## src/rtl/stack_seq_pkg.sv

```systemverilog
// rtl/stack_seq_pkg.sv - command encodings, FSM states, word counts and word selects for the stack sequencer
// Contents: cmd_e, state_e, wsel_e, per-command word counts, helper functions
//   word_count : number of stack words a command moves
//   is_push_cmd / is_pop_cmd : command direction
//   word_sel   : which word (reg, PC high, PC low, flags) sits at index idx of a command
package stack_seq_pkg;

  typedef enum logic [2:0] {
    CMD_NOP  = 3'b000,
    CMD_PUSH = 3'b001,
    CMD_POP  = 3'b010,
    CMD_CALL = 3'b011,
    CMD_RET  = 3'b100,
    CMD_INT  = 3'b101,
    CMD_RTI  = 3'b110,
    CMD_RSVD = 3'b111
  } cmd_e;

  typedef enum logic [1:0] {
    ST_IDLE  = 2'd0,
    ST_PUSH  = 2'd1,
    ST_POP   = 2'd2,
    ST_DRAIN = 2'd3
  } state_e;

  typedef enum logic [1:0] {
    WS_REG   = 2'd0,
    WS_PC_HI = 2'd1,
    WS_PC_LO = 2'd2,
    WS_FLAGS = 2'd3
  } wsel_e;

  localparam logic [1:0] N_PUSH = 2'd1;
  localparam logic [1:0] N_CALL = 2'd2;
  localparam logic [1:0] N_INT  = 2'd3;
  localparam logic [1:0] N_POP  = 2'd1;
  localparam logic [1:0] N_RET  = 2'd2;
  localparam logic [1:0] N_RTI  = 2'd3;

  function automatic logic [1:0] word_count(input cmd_e c);
    case (c)
      CMD_PUSH: word_count = N_PUSH;
      CMD_CALL: word_count = N_CALL;
      CMD_INT:  word_count = N_INT;
      CMD_POP:  word_count = N_POP;
      CMD_RET:  word_count = N_RET;
      CMD_RTI:  word_count = N_RTI;
      default:  word_count = 2'd0;
    endcase
  endfunction

  function automatic logic is_push_cmd(input cmd_e c);
    is_push_cmd = (c == CMD_PUSH) || (c == CMD_CALL) || (c == CMD_INT);
  endfunction

  function automatic logic is_pop_cmd(input cmd_e c);
    is_pop_cmd = (c == CMD_POP) || (c == CMD_RET) || (c == CMD_RTI);
  endfunction

  // Pop orders are the exact reverse of the matching push orders, so the
  // stack image left by CALL/INT is consumed correctly by RET/RTI.
  function automatic wsel_e word_sel(input cmd_e c, input logic [1:0] idx);
    word_sel = WS_REG;
    case (c)
      CMD_CALL: begin
        if (idx == 2'd0) word_sel = WS_PC_HI;
        else             word_sel = WS_PC_LO;
      end
      CMD_INT: begin
        if (idx == 2'd0)      word_sel = WS_PC_HI;
        else if (idx == 2'd1) word_sel = WS_PC_LO;
        else                  word_sel = WS_FLAGS;
      end
      CMD_RET: begin
        if (idx == 2'd0) word_sel = WS_PC_LO;
        else             word_sel = WS_PC_HI;
      end
      CMD_RTI: begin
        if (idx == 2'd0)      word_sel = WS_FLAGS;
        else if (idx == 2'd1) word_sel = WS_PC_LO;
        else                  word_sel = WS_PC_HI;
      end
      default: word_sel = WS_REG;
    endcase
  endfunction

endpackage

```

## src/rtl/stack_pop_collector.sv

```systemverilog
// rtl/stack_pop_collector.sv - assembles popped stack words into PC, flags and register results
// Ports:
//   clk, reset          : clock, async active-high reset
//   i_cap_en, i_cap_sel : capture i_rdata this cycle into the word slot i_cap_sel
//   i_rdata             : memory read data
//   i_finish            : last word is being captured; publish results next cycle
//   i_ld_pc/flags/reg   : which results the finishing command loads
//   o_pc_out/o_pc_load, o_flags_out/o_flags_load, o_reg_out/o_reg_load : registered results and strobes
module stack_pop_collector
  import stack_seq_pkg::*;
#(
  parameter int FLAG_W = 4
) (
  input  logic              clk,
  input  logic              reset,
  input  logic              i_cap_en,
  input  logic [1:0]        i_cap_sel,
  input  logic [15:0]       i_rdata,
  input  logic              i_finish,
  input  logic              i_ld_pc,
  input  logic              i_ld_flags,
  input  logic              i_ld_reg,
  output logic [31:0]       o_pc_out,
  output logic              o_pc_load,
  output logic [FLAG_W-1:0] o_flags_out,
  output logic              o_flags_load,
  output logic [15:0]       o_reg_out,
  output logic              o_reg_load
);

  logic [31:0]       r_pc_stage;
  logic [FLAG_W-1:0] r_flags_stage;
  logic [15:0]       r_reg_stage;
  logic [31:0]       w_pc_nx;
  logic [FLAG_W-1:0] w_flags_nx;
  logic [15:0]       w_reg_nx;

  // Staging view including this cycle's word, so the final (DRAIN) word
  // lands in the published outputs on the same edge it is captured.
  always_comb begin
    w_pc_nx    = r_pc_stage;
    w_flags_nx = r_flags_stage;
    w_reg_nx   = r_reg_stage;
    if (i_cap_en) begin
      case (wsel_e'(i_cap_sel))
        WS_REG:   w_reg_nx          = i_rdata;
        WS_PC_HI: w_pc_nx[31:16]    = i_rdata;
        WS_PC_LO: w_pc_nx[15:0]     = i_rdata;
        WS_FLAGS: w_flags_nx        = i_rdata[FLAG_W-1:0];
        default:  w_reg_nx          = r_reg_stage;
      endcase
    end
  end

  always_ff @(posedge clk or posedge reset) begin
    if (reset) begin
      r_pc_stage    <= 32'h0;
      r_flags_stage <= '0;
      r_reg_stage   <= 16'h0;
      o_pc_out      <= 32'h0;
      o_flags_out   <= '0;
      o_reg_out     <= 16'h0;
      o_pc_load     <= 1'b0;
      o_flags_load  <= 1'b0;
      o_reg_load    <= 1'b0;
    end else begin
      r_pc_stage    <= w_pc_nx;
      r_flags_stage <= w_flags_nx;
      r_reg_stage   <= w_reg_nx;
      o_pc_load     <= i_finish && i_ld_pc;
      o_flags_load  <= i_finish && i_ld_flags;
      o_reg_load    <= i_finish && i_ld_reg;
      if (i_finish && i_ld_pc)    o_pc_out    <= w_pc_nx;
      if (i_finish && i_ld_flags) o_flags_out <= w_flags_nx;
      if (i_finish && i_ld_reg)   o_reg_out   <= w_reg_nx;
    end
  end

endmodule

```

## src/rtl/stack_op_sequencer.sv

```systemverilog
// rtl/stack_op_sequencer.sv - turns one stack command into a sequence of single-word stack accesses
// Ports:
//   clk, reset                  : clock, async active-high reset
//   cmd_valid, cmd, cmd_ready   : command handshake (ready only in IDLE)
//   pc_in, flags_in, reg_in     : operands latched at accept
//   stack_overflow              : from SP logic, aborts a push sequence
//   mem_rdata                   : read data, valid the cycle after mem_read
//   stack_op, push_pop          : SP update enable / direction (1 = push)
//   mem_write, mem_read, mem_wdata : data-memory strobes and write word
//   stall                       : pipeline hold while busy
//   pc_out/pc_load, flags_out/flags_load, reg_out/reg_load : popped results
//   done, stack_exc             : completion / overflow-abort pulses
module stack_op_sequencer
  import stack_seq_pkg::*;
#(
  parameter int FLAG_W = 4
) (
  input  logic              clk,
  input  logic              reset,
  input  logic              cmd_valid,
  input  logic [2:0]        cmd,
  output logic              cmd_ready,
  input  logic [31:0]       pc_in,
  input  logic [FLAG_W-1:0] flags_in,
  input  logic [15:0]       reg_in,
  input  logic              stack_overflow,
  input  logic [15:0]       mem_rdata,
  output logic              stack_op,
  output logic              push_pop,
  output logic              mem_write,
  output logic              mem_read,
  output logic [15:0]       mem_wdata,
  output logic              stall,
  output logic [31:0]       pc_out,
  output logic              pc_load,
  output logic [FLAG_W-1:0] flags_out,
  output logic              flags_load,
  output logic [15:0]       reg_out,
  output logic              reg_load,
  output logic              done,
  output logic              stack_exc
);

  state_e            r_state;
  state_e            w_next;
  cmd_e              r_cmd;
  logic [1:0]        r_idx;
  logic [1:0]        r_n;
  logic [31:0]       r_pc;
  logic [FLAG_W-1:0] r_flags;
  logic [15:0]       r_reg;
  logic              r_done;
  logic              r_exc;

  cmd_e              w_cmd;
  logic              w_accept;
  logic              w_last;
  wsel_e             w_sel;
  wsel_e             w_cap_sel;
  logic              w_cap_en;
  logic [15:0]       w_push_word;

  assign w_cmd    = cmd_e'(cmd);
  assign w_accept = cmd_valid && (r_state == ST_IDLE);
  assign w_last   = (r_idx == (r_n - 2'd1));
  assign w_sel    = word_sel(r_cmd, r_idx);

  // Read data lags mem_read by a cycle, so the word captured now belongs to
  // index idx-1; in DRAIN idx has already advanced to n.
  assign w_cap_en  = ((r_state == ST_POP) && (r_idx != 2'd0)) || (r_state == ST_DRAIN);
  assign w_cap_sel = word_sel(r_cmd, r_idx - 2'd1);

  always_ff @(posedge clk or posedge reset) begin
    if (reset) r_state <= ST_IDLE;
    else       r_state <= w_next;
  end

  always_comb begin
    w_next = r_state;
    case (r_state)
      ST_IDLE: begin
        if (w_accept && is_push_cmd(w_cmd))     w_next = ST_PUSH;
        else if (w_accept && is_pop_cmd(w_cmd)) w_next = ST_POP;
      end
      ST_PUSH:  if (stack_overflow || w_last) w_next = ST_IDLE;
      ST_POP:   if (w_last) w_next = ST_DRAIN;
      ST_DRAIN: w_next = ST_IDLE;
      default:  w_next = ST_IDLE;
    endcase
  end

  always_comb begin
    case (w_sel)
      WS_PC_HI: w_push_word = r_pc[31:16];
      WS_PC_LO: w_push_word = r_pc[15:0];
      WS_FLAGS: w_push_word = 16'(r_flags);
      default:  w_push_word = r_reg;
    endcase
  end

  always_comb begin
    stack_op  = 1'b0;
    push_pop  = 1'b0;
    mem_write = 1'b0;
    mem_read  = 1'b0;
    mem_wdata = 16'h0;
    stall     = (r_state != ST_IDLE);
    cmd_ready = (r_state == ST_IDLE);
    case (r_state)
      ST_PUSH: begin
        stack_op  = 1'b1;
        push_pop  = 1'b1;
        mem_write = ~stack_overflow;
        mem_wdata = w_push_word;
      end
      ST_POP: begin
        stack_op = 1'b1;
        mem_read = 1'b1;
      end
      default: ;
    endcase
  end

  always_ff @(posedge clk or posedge reset) begin
    if (reset) begin
      r_cmd   <= CMD_NOP;
      r_n     <= 2'd0;
      r_idx   <= 2'd0;
      r_pc    <= 32'h0;
      r_flags <= '0;
      r_reg   <= 16'h0;
      r_done  <= 1'b0;
      r_exc   <= 1'b0;
    end else begin
      r_done <= 1'b0;
      r_exc  <= 1'b0;
      if (w_accept) begin
        r_cmd   <= w_cmd;
        r_n     <= word_count(w_cmd);
        r_idx   <= 2'd0;
        r_pc    <= pc_in;
        r_flags <= flags_in;
        r_reg   <= reg_in;
        // NOP and reserved complete without touching the stack
        if (!is_push_cmd(w_cmd) && !is_pop_cmd(w_cmd)) r_done <= 1'b1;
      end else if ((r_state == ST_PUSH) || (r_state == ST_POP)) begin
        r_idx <= r_idx + 2'd1;
      end
      if (r_state == ST_PUSH) begin
        if (stack_overflow) r_exc  <= 1'b1;
        else if (w_last)    r_done <= 1'b1;
      end
      if (r_state == ST_DRAIN) r_done <= 1'b1;
    end
  end

  assign done      = r_done;
  assign stack_exc = r_exc;

  stack_pop_collector #(
    .FLAG_W(FLAG_W)
  ) u_collector (
    .clk          (clk),
    .reset        (reset),
    .i_cap_en     (w_cap_en),
    .i_cap_sel    (w_cap_sel),
    .i_rdata      (mem_rdata),
    .i_finish     (r_state == ST_DRAIN),
    .i_ld_pc      ((r_cmd == CMD_RET) || (r_cmd == CMD_RTI)),
    .i_ld_flags   (r_cmd == CMD_RTI),
    .i_ld_reg     (r_cmd == CMD_POP),
    .o_pc_out     (pc_out),
    .o_pc_load    (pc_load),
    .o_flags_out  (flags_out),
    .o_flags_load (flags_load),
    .o_reg_out    (reg_out),
    .o_reg_load   (reg_load)
  );

endmodule

```

## config.mk

```make
export PLATFORM = sky130hd
export DESIGN_NAME = stack_op_sequencer
export DESIGN_NICKNAME = d
export VERILOG_FILES = /design/src/rtl/stack_seq_pkg.sv /design/src/rtl/stack_pop_collector.sv /design/src/rtl/stack_op_sequencer.sv
export SDC_FILE = /design/constraint.sdc
export NUM_CORES = 1
export LEC_CHECK = 0
export ABC_AREA = 1
export CAP_MARGIN = 40
export CORE_MARGIN = 2
export CORE_UTILIZATION = 50
export DETAILED_ROUTE_END_ITERATION = 7
export HOLD_SLACK_MARGIN = 0.08
export PLACE_DENSITY = 0.77
export SYNTH_ARGS = -nofsm -noshare
export SYNTH_HDL_FRONTEND = slang
export SYNTH_SLANG_ARGS = --single-unit
```

## constraint.sdc

```tcl
create_clock -name clk -period 7.61 [get_ports clk]
set_input_delay 1.9025 -clock clk [delete_from_list [all_inputs] [get_ports clk]]
set_output_delay 1.9025 -clock clk [all_outputs]
set_load 0.03 [all_outputs]
```

==> impl_results.md, run 1 <==
- Status: finished clean
- Die H: 131 um
- Max Cap Viol: 0
- Req. time, crit path: about 5700 ps
- Clk Latency, worst-skew pair: 420 ps
- # rows: 46
- Max Slew Vio Count: 0
- H-tree levels: 4
- Power Dens Cells: about 460 mW/mm2
- Longest Clk Path Bufs: 2
- RSZ-0062 raised after global routing: false
- Max FO, Critical Path: 22
- Post-synth cell types: 27
- CTS tree: yes
- Final period utilization: 0.691
- Clk slew on worst S/H paths: 60 ps
- PortBufs: approximately 150
- Ports: 154
- Gp weighted congestion: between 0.8 and 0.9
- Sequential cell area fraction in the yosys report: 0.531
- Global-route wire length before repair: 31,600 um
- PostCTS Resize Cnt: 0
- Internal: 2.67 mW
- Syn nets: between 1,000 and 1,500
- Placement Setup Slack: 2400 ps
- Root Driver: clkbuf_16
- Vias in the first global route: 6,416
- Router iterations before antenna repair: 7
- Overall Global Routing Usage: 0.237
- Maximum clock rate: 190 MHz
- Sw Pwr: 2.05 mW
- Final #Nets: 1,202
- Sequential power share: 0.333
- Combinational Power Share: 0.489
- Synthesized area: 0.00802 mm2
- Critical path arrival: between 3000 and 4000 ps
- Leak pwr: 5.19 nW
- Sink Count: 170
- Final Hold Vio Count: 0
- Tmin final: 5260 ps
- Vias per cell: roughly 5.1
- Mapped Cells: ~1,000
- TritonCTS Buffers: 17
- Post-CTS setup buffer count: 0
- Switching Fraction: 0.435
- Post-CTS Hold Buffers: 0
- Mean post-synth cell area: 8.11 um2
- Die area: 0.0171 mm2
- Startpoint Class: flip-flop
- Drt drc: 0
- Max_slew headroom: 0.444
- Detail Route Antenna Nets: 0
- Endpoint class of the critical path: primary output
- GR Overflow Total: 0
- Fraction of layout cells with a size suffix above 1: 0.0548
- DR vias: 6,815
- Starting density of the core: 0.508
- Area growth from synthesis to layout: 27.8%
- Worst setup path class: reg2out
- Die Wd: 131 um
- Synth warn: 0
- Final setup viols: 0
- Final setup TNS: 0 ps
- Routed wire length: 19,400 um
- Hpwl dp: 13,000 um
- Min setup slack post-route: 2350 ps
- Initial antenna violation count: 0
- Largest net degree at the start of global routing: 61
- Hold WS: 476 ps
- Hold WC Path Type: reg2reg
- Initial DRC Count: about 490
- Core Area: 0.0158 mm2
- Clock group share of total power: 0.177
- Final Skew: 8.03 ps
- Worst-Margin Slew: 833 ps
- Total placed cells including tap cells: 1,316
- Seq cells post-synth: 170
- VDD IR-drop max: 0.282 mV
- Top flop regs: r_pc (32), u_collector.o_pc_out (32), u_collector.r_pc_stage (32)
- ANT cells: 0
- Routed WL per cell: 14.4 um
- Post-Layout Cell Count: about 1,300
==> power groups by stage <==
stage | combinational [mW] | clock, mW | sequential, mW
floorplan | 1.42 | 0 | 1.81
global placement | 2.24 | 0 | 1.57
detailed placement | 2.30 | 0 | 1.58
CTS | 2.32 | 0.849 | 1.57
global route | 2.56 | 0.885 | 1.62
finish | 2.31 | 0.837 | 1.57
==> stage by stage <==
stage	utilization	power (mW)	instance area, um2
6_report	0.649	4.72	10200
5_1_grt	0.649	5.07	10200
4_1_cts	0.649	4.74	10200
3_5_place_dp	0.613	3.88	9670
3_3_place_gp	0.608	3.81	9580
2_1_floorplan	-	3.22	8020
==> synthesized netlist by cell type <==
cell	instances	area share
or2_2	1	0.00078
inv_6	1	0.0011
inv_1	104	0.049
buf_6	4	0.0056
xnor2_1	1	0.0011
nor2_8	1	0.0025
a21oi_1	4	0.0025
o221ai_1	1	0.0011
nor2_2	2	0.0016
nand3_2	1	0.0012
dfrtp_1	170	0.53
and2_1	52	0.041
nand3_1	131	0.082
nand4_1	33	0.026
nor4_4	1	0.0027
buf_4	11	0.010
buf_2	16	0.010
nand2_4	1	0.0014
nand2_1	385	0.18
o21ai_0	14	0.0087
clkbuf_1	17	0.0080
nor2_1	14	0.0066
nand2_2	5	0.0039
nand3_4	3	0.0066
nor2_4	1	0.0014
inv_2	6	0.0028
ha_1	8	0.012
==> logic make-up (layout without fill, tap and decap cells) <==
logic type      count (synthesis)  after routing  share of synthesized area
fa+ha+maj                       8              8                     0.0125
buf+inv                       159            303                     0.0865
xor+xnor                        1              1                    0.00109
flops                         170            170                      0.531
compound gates                 19             19                     0.0123
simple gates                  631            631                      0.357
==> area by class of cell <==
| cell class | instances | area, um2 |
|---|---|---|
| Fill cell | 1355 | 5530 |
| Clock buffer | 23 | 488 |
| Inverter | 111 | 427 |
| Tap cell | 216 | 270 |
| Multi-Input combinational cell | 659 | 3070 |
| Timing Repair Buffer | 160 | 1640 |
| Clock inverter | 9 | 87.6 |
| Sequential cell | 170 | 4250 |
==> critical path, stage by stage, from the launching register on <==
cell,delay [ps]
dfrtp_1,380
inv_1,130
ha_1,230
inv_1,100
nand2_1,60
nand2_1,70
nand2_2,290
inv_1,540
nand3_1,150
nand2_1,110
nor2_1,40
nor2_1,120
clkdlybuf4s50_1,700
==> placed cells by master, fill, tap and decap left out, types with 2 or more instances in the layout <==
master and count:
and2_1 52, nor2_2 2, ha_1 8, clkdlybuf4s50_1 153, inv_1 103, clkinv_2 3
inv_6 3, buf_16 3, nand4_1 33, clkinvlp_4 3, nand2_2 6, clkbuf_16 17
a21oi_1 4, o21ai_0 14, inv_2 6, buf_4 4, nor2_1 14, clkbuf_1 2
nand3_1 131, nand2_1 384, dfrtp_1 170, clkbuf_8 4, nand3_4 3
==> per-layer routing <==
layer / track usage / vias to the layer above / share of wire
met4: 0.0788 / 0 / 0.016
li1: - / 3336 / -
met5: 0 / - / 0
met1: 0.316 / 3228 / 0.43
met2: 0.391 / 224 / 0.49
met3: 0.0501 / 27 / 0.069
==> worst paths after layout <==
path	start	endpoint	slack [ps]	cells past startpoint
worst max register to register	r_idx[0]$_DFFE_PP0P_	u_collector.r_pc_stage[5]$_DFF_PP0_	5070	8
worst min register to register	u_collector.o_pc_out[4]$_DFFE_PP0P_	u_collector.o_pc_out[4]$_DFFE_PP0P_	480	2
worst min-delay path	u_collector.o_pc_out[4]$_DFFE_PP0P_	u_collector.o_pc_out[4]$_DFFE_PP0P_	480	2
max in group asynchronous	reset	u_collector.r_pc_stage[21]$_DFF_PP0_	4250	4
worst max-delay path	r_idx[0]$_DFFE_PP0P_	mem_wdata[1]	2350	12
min in group asynchronous	reset	u_collector.o_pc_out[25]$_DFFE_PP0P_	1900	2
No activity file was read; power rests on OpenSTA's default activity.
==> inputs of run 2 (changes only) <==
==> constraint.sdc (replaced) <==
create_clock -name clk -period 5.3 [get_ports clk]
set_input_delay 1.325 -clock clk [delete_from_list [all_inputs] [get_ports clk]]
set_output_delay 1.325 -clock clk [all_outputs]
set_load 0.03 [all_outputs]
==> run 2 against run 1 <==
Net effect:
- clock-buffer cell count down 1
- global-route usage is 0.41 points higher
- highest routed layer unchanged
- via count is 1.4% lower
- cell count hardly changed
- largest power group unchanged
==> impl_results.md, run 2 (synthesis results as in run 1) <==
- Status: finished clean
- Routed WL per cell: 14.4 um (about the same)
- Hold WC Path Type: reg2reg
- Post-CTS setup buffer count: 0 (unchanged)
- Die Wd: 131 um (unchanged)
- CTS tree: yes
- Final period utilization: 0.853
- Req. time, crit path: 3970 ps (-1740 ps)
- Core Area: 0.0158 mm2 (unchanged)
- Crit path cell chain: inv_1 -> ha_1 -> inv_1 -> nand2_1 -> nand2_2 -> nor2_4 -> inv_1 -> nand2_1 -> nor2_1 -> nor2_1 -> clkdlybuf4s50_1
- Tmin final: 4520 ps
- Final Skew: 10.3 ps (+2.27 ps)
- Initial antenna violation count: 0 (unchanged)
- Router iterations before antenna repair: 7 (unchanged)
- H-tree levels: 4 (unchanged)
- RSZ-0062 raised after global routing: false
- ANT cells: 0 (unchanged)
- TritonCTS Buffers: 17 (unchanged)
- Max Slew Vio Count: 0 (unchanged)
- Vias per cell: 4.99 (-1.3%)
- Leak pwr: 5.16 nW (-0.46%)
- Die area: 0.0171 mm2 (unchanged)
- DR vias: 6,721 (-1.4%)
- Ports: 154 (unchanged)
- PortBufs: 153 (unchanged)
- # rows: 46 (unchanged)
- Slowest cell on the critical path: clkdlybuf4s50_1
- Longest Clk Path Bufs: 2 (unchanged)
- PostCTS Resize Cnt: 0 (unchanged)
- Clock group share of total power: 0.166 (-0.011)
- Detail Route Antenna Nets: 0 (unchanged)
- Commonest non-fill, non-tap cell in the layout: nand2_1
- Most frequent cells in the layout: 384 x nand2_1, 170 x dfrtp_1, 153 x clkdlybuf4s50_1, 131 x nand3_1, 103 x inv_1
- Maximum clock rate: 221 MHz
- Sink Count: 170 (unchanged)
- Starting density of the core: 0.508 (unchanged)
- Root Driver: clkbuf_16
- Hpwl dp: 13,200 um (+1.5%)
- Power Dens Cells: 656 mW/mm2 (+42%)
- Register area: 0.00425 mm2 (unchanged)
- Largest net degree at the start of global routing: 83 (+36%)
- Worst-Margin Slew: 880 ps (+47.2 ps)
- Initial DRC Count: 555 (+14%)
- Switching Fraction: 0.440 (+0.00482)
- Final core utilization: 0.647 (-0.00214)
- Endpoint class of the critical path: primary output
- Critical path arrival: 3200 ps (-150 ps)
- Total power: 6.69 mW (+42%)
- Cell mode on critical path: inv_1
- Top flop regs: r_pc (32), u_collector.o_pc_out (32), u_collector.r_pc_stage (32)
- Clk slew on worst S/H paths: 60 ps (about the same)
- Final Hold Vio Count: 0 (unchanged)
- Post-CTS Hold Buffers: 0 (unchanged)
- Fraction of layout cells with a size suffix above 1: 0.0531 (-0.00172)
- Max_slew headroom: 0.413 (-0.0315)
- Startpoint Class: flip-flop
- Worst setup path class: reg2out
- Final #Nets: 1,204 (+0.17%)
- Sequential power share: 0.339 (+0.006)
- Final setup TNS: 0 ps (unchanged)
- Max FO, Critical Path: 22 (unchanged)
- Final setup viols: 0 (unchanged)
- VDD IR-drop max: 0.329 mV (+17%)
- Hold WS: 476 ps (+0.397 ps)
- Drt drc: 0 (unchanged)
- Routed wire length: 19,400 um (about the same)
- Clk Latency, worst-skew pair: 430 ps (about the same)
- Die H: 131 um (unchanged)
- Vias in the first global route: 6,627 (+3.3%)
- Slowest stage delay, CP: 690 ps (about the same)
- Post-Layout Cell Count: 1,347 (-0.074%)
- Total placed cells including tap cells: 1,318 (+0.15%)
- GR Overflow Total: 0 (unchanged)
- Max Cap Viol: 0 (unchanged)
- Layout fillers: 1,387 (+2.4%)
- Gp weighted congestion: 0.880 (+7.4%)
- Sw Pwr: 2.94 mW (+43%)
- Internal: 3.75 mW (+41%)
- Combinational Power Share: 0.495 (+0.006)
- Overall Global Routing Usage: 0.241 (+0.00411)
- Area of the multi-input gates: 0.00307 mm2 (unchanged)
- Global-route wire length before repair: 32,300 um (+2.2%)
- Area growth from synthesis to layout: 27.3%
[run 2: cell count changes in the layout (fill, tap and decap cells not counted), sizes merged]
| cell | previous run | this run |
|---|---|---|
| buf | 7 | 9 |
| bufinv | 1 | 0 |
| clkbuf | 23 | 22 |
| clkinvlp | 3 | 4 |
| inv | 113 | 111 |
[run 2: metal layers]
layer | up-vias | global-route usage | share of wire
met3 | 25 | 0.0664 | 0.075
met1 | 3120 | 0.326 | 0.44
met5 | - | 0 | 0
met4 | 0 | 0.0670 | 0.014
met2 | 243 | 0.387 | 0.47
li1 | 3333 | - | -
[run 2: worst max-delay path, delay by kind of cell (launching register included)]
kind                       cells  cell delay, ps
and+or+nand+nor                6            1040
adders and majority gates      1             220
DFF                            1             410
buffers and inverters          4            1120
[run 2: cell type report]
cell class                      instances  share of cell area
Clock buffer                           22              0.0455
Timing Repair Buffer                  162               0.164
Multi-Input combinational cell        659               0.301
Clock inverter                          7             0.00453
Tap cell                              216              0.0265
Sequential cell                       170               0.417
Inverter                              111              0.0417
[run 2: power by group through the flow]
stage                     Sequential, mW  Combinational [mW]  Clock, mW
final                               2.27                3.31       1.11
after detailed placement            2.28                3.30          0
after global placement              2.27                3.22          0
after floorplan                     2.59                2.03          0
after CTS                           2.27                3.32       1.13
after global routing                2.34                3.68       1.18
[run 2: final timing paths]
check / depth (start not counted) / from / endpoint / slack, ps
hold reg to reg: 2 / u_collector.o_pc_out[4]$_DFFE_PP0P_ / u_collector.o_pc_out[4]$_DFFE_PP0P_ / 480
setup / recovery: 11 / r_idx[1]$_DFFE_PP0P_ / mem_wdata[3] / 780
hold / removal: 2 / u_collector.o_pc_out[4]$_DFFE_PP0P_ / u_collector.o_pc_out[4]$_DFFE_PP0P_ / 480
setup reg to reg: 8 / r_idx[1]$_DFFE_PP0P_ / u_collector.r_pc_stage[6]$_DFF_PP0_ / 2810
max in group asynchronous: 4 / reset / u_collector.r_pc_stage[16]$_DFF_PP0_ / 3180
min in group asynchronous: 2 / reset / u_collector.o_flags_out[0]$_DFFE_PP0P_ / 1200
[run 2: metrics by stage]
step / cell area (um2) / worst slack (ps)
floorplan: 8020 / 1810
global placement: 9620 / 1220
detailed placement: 9700 / 1230
CTS: 10200 / 765
global route: 10200 / 480
finish: 10200 / 777
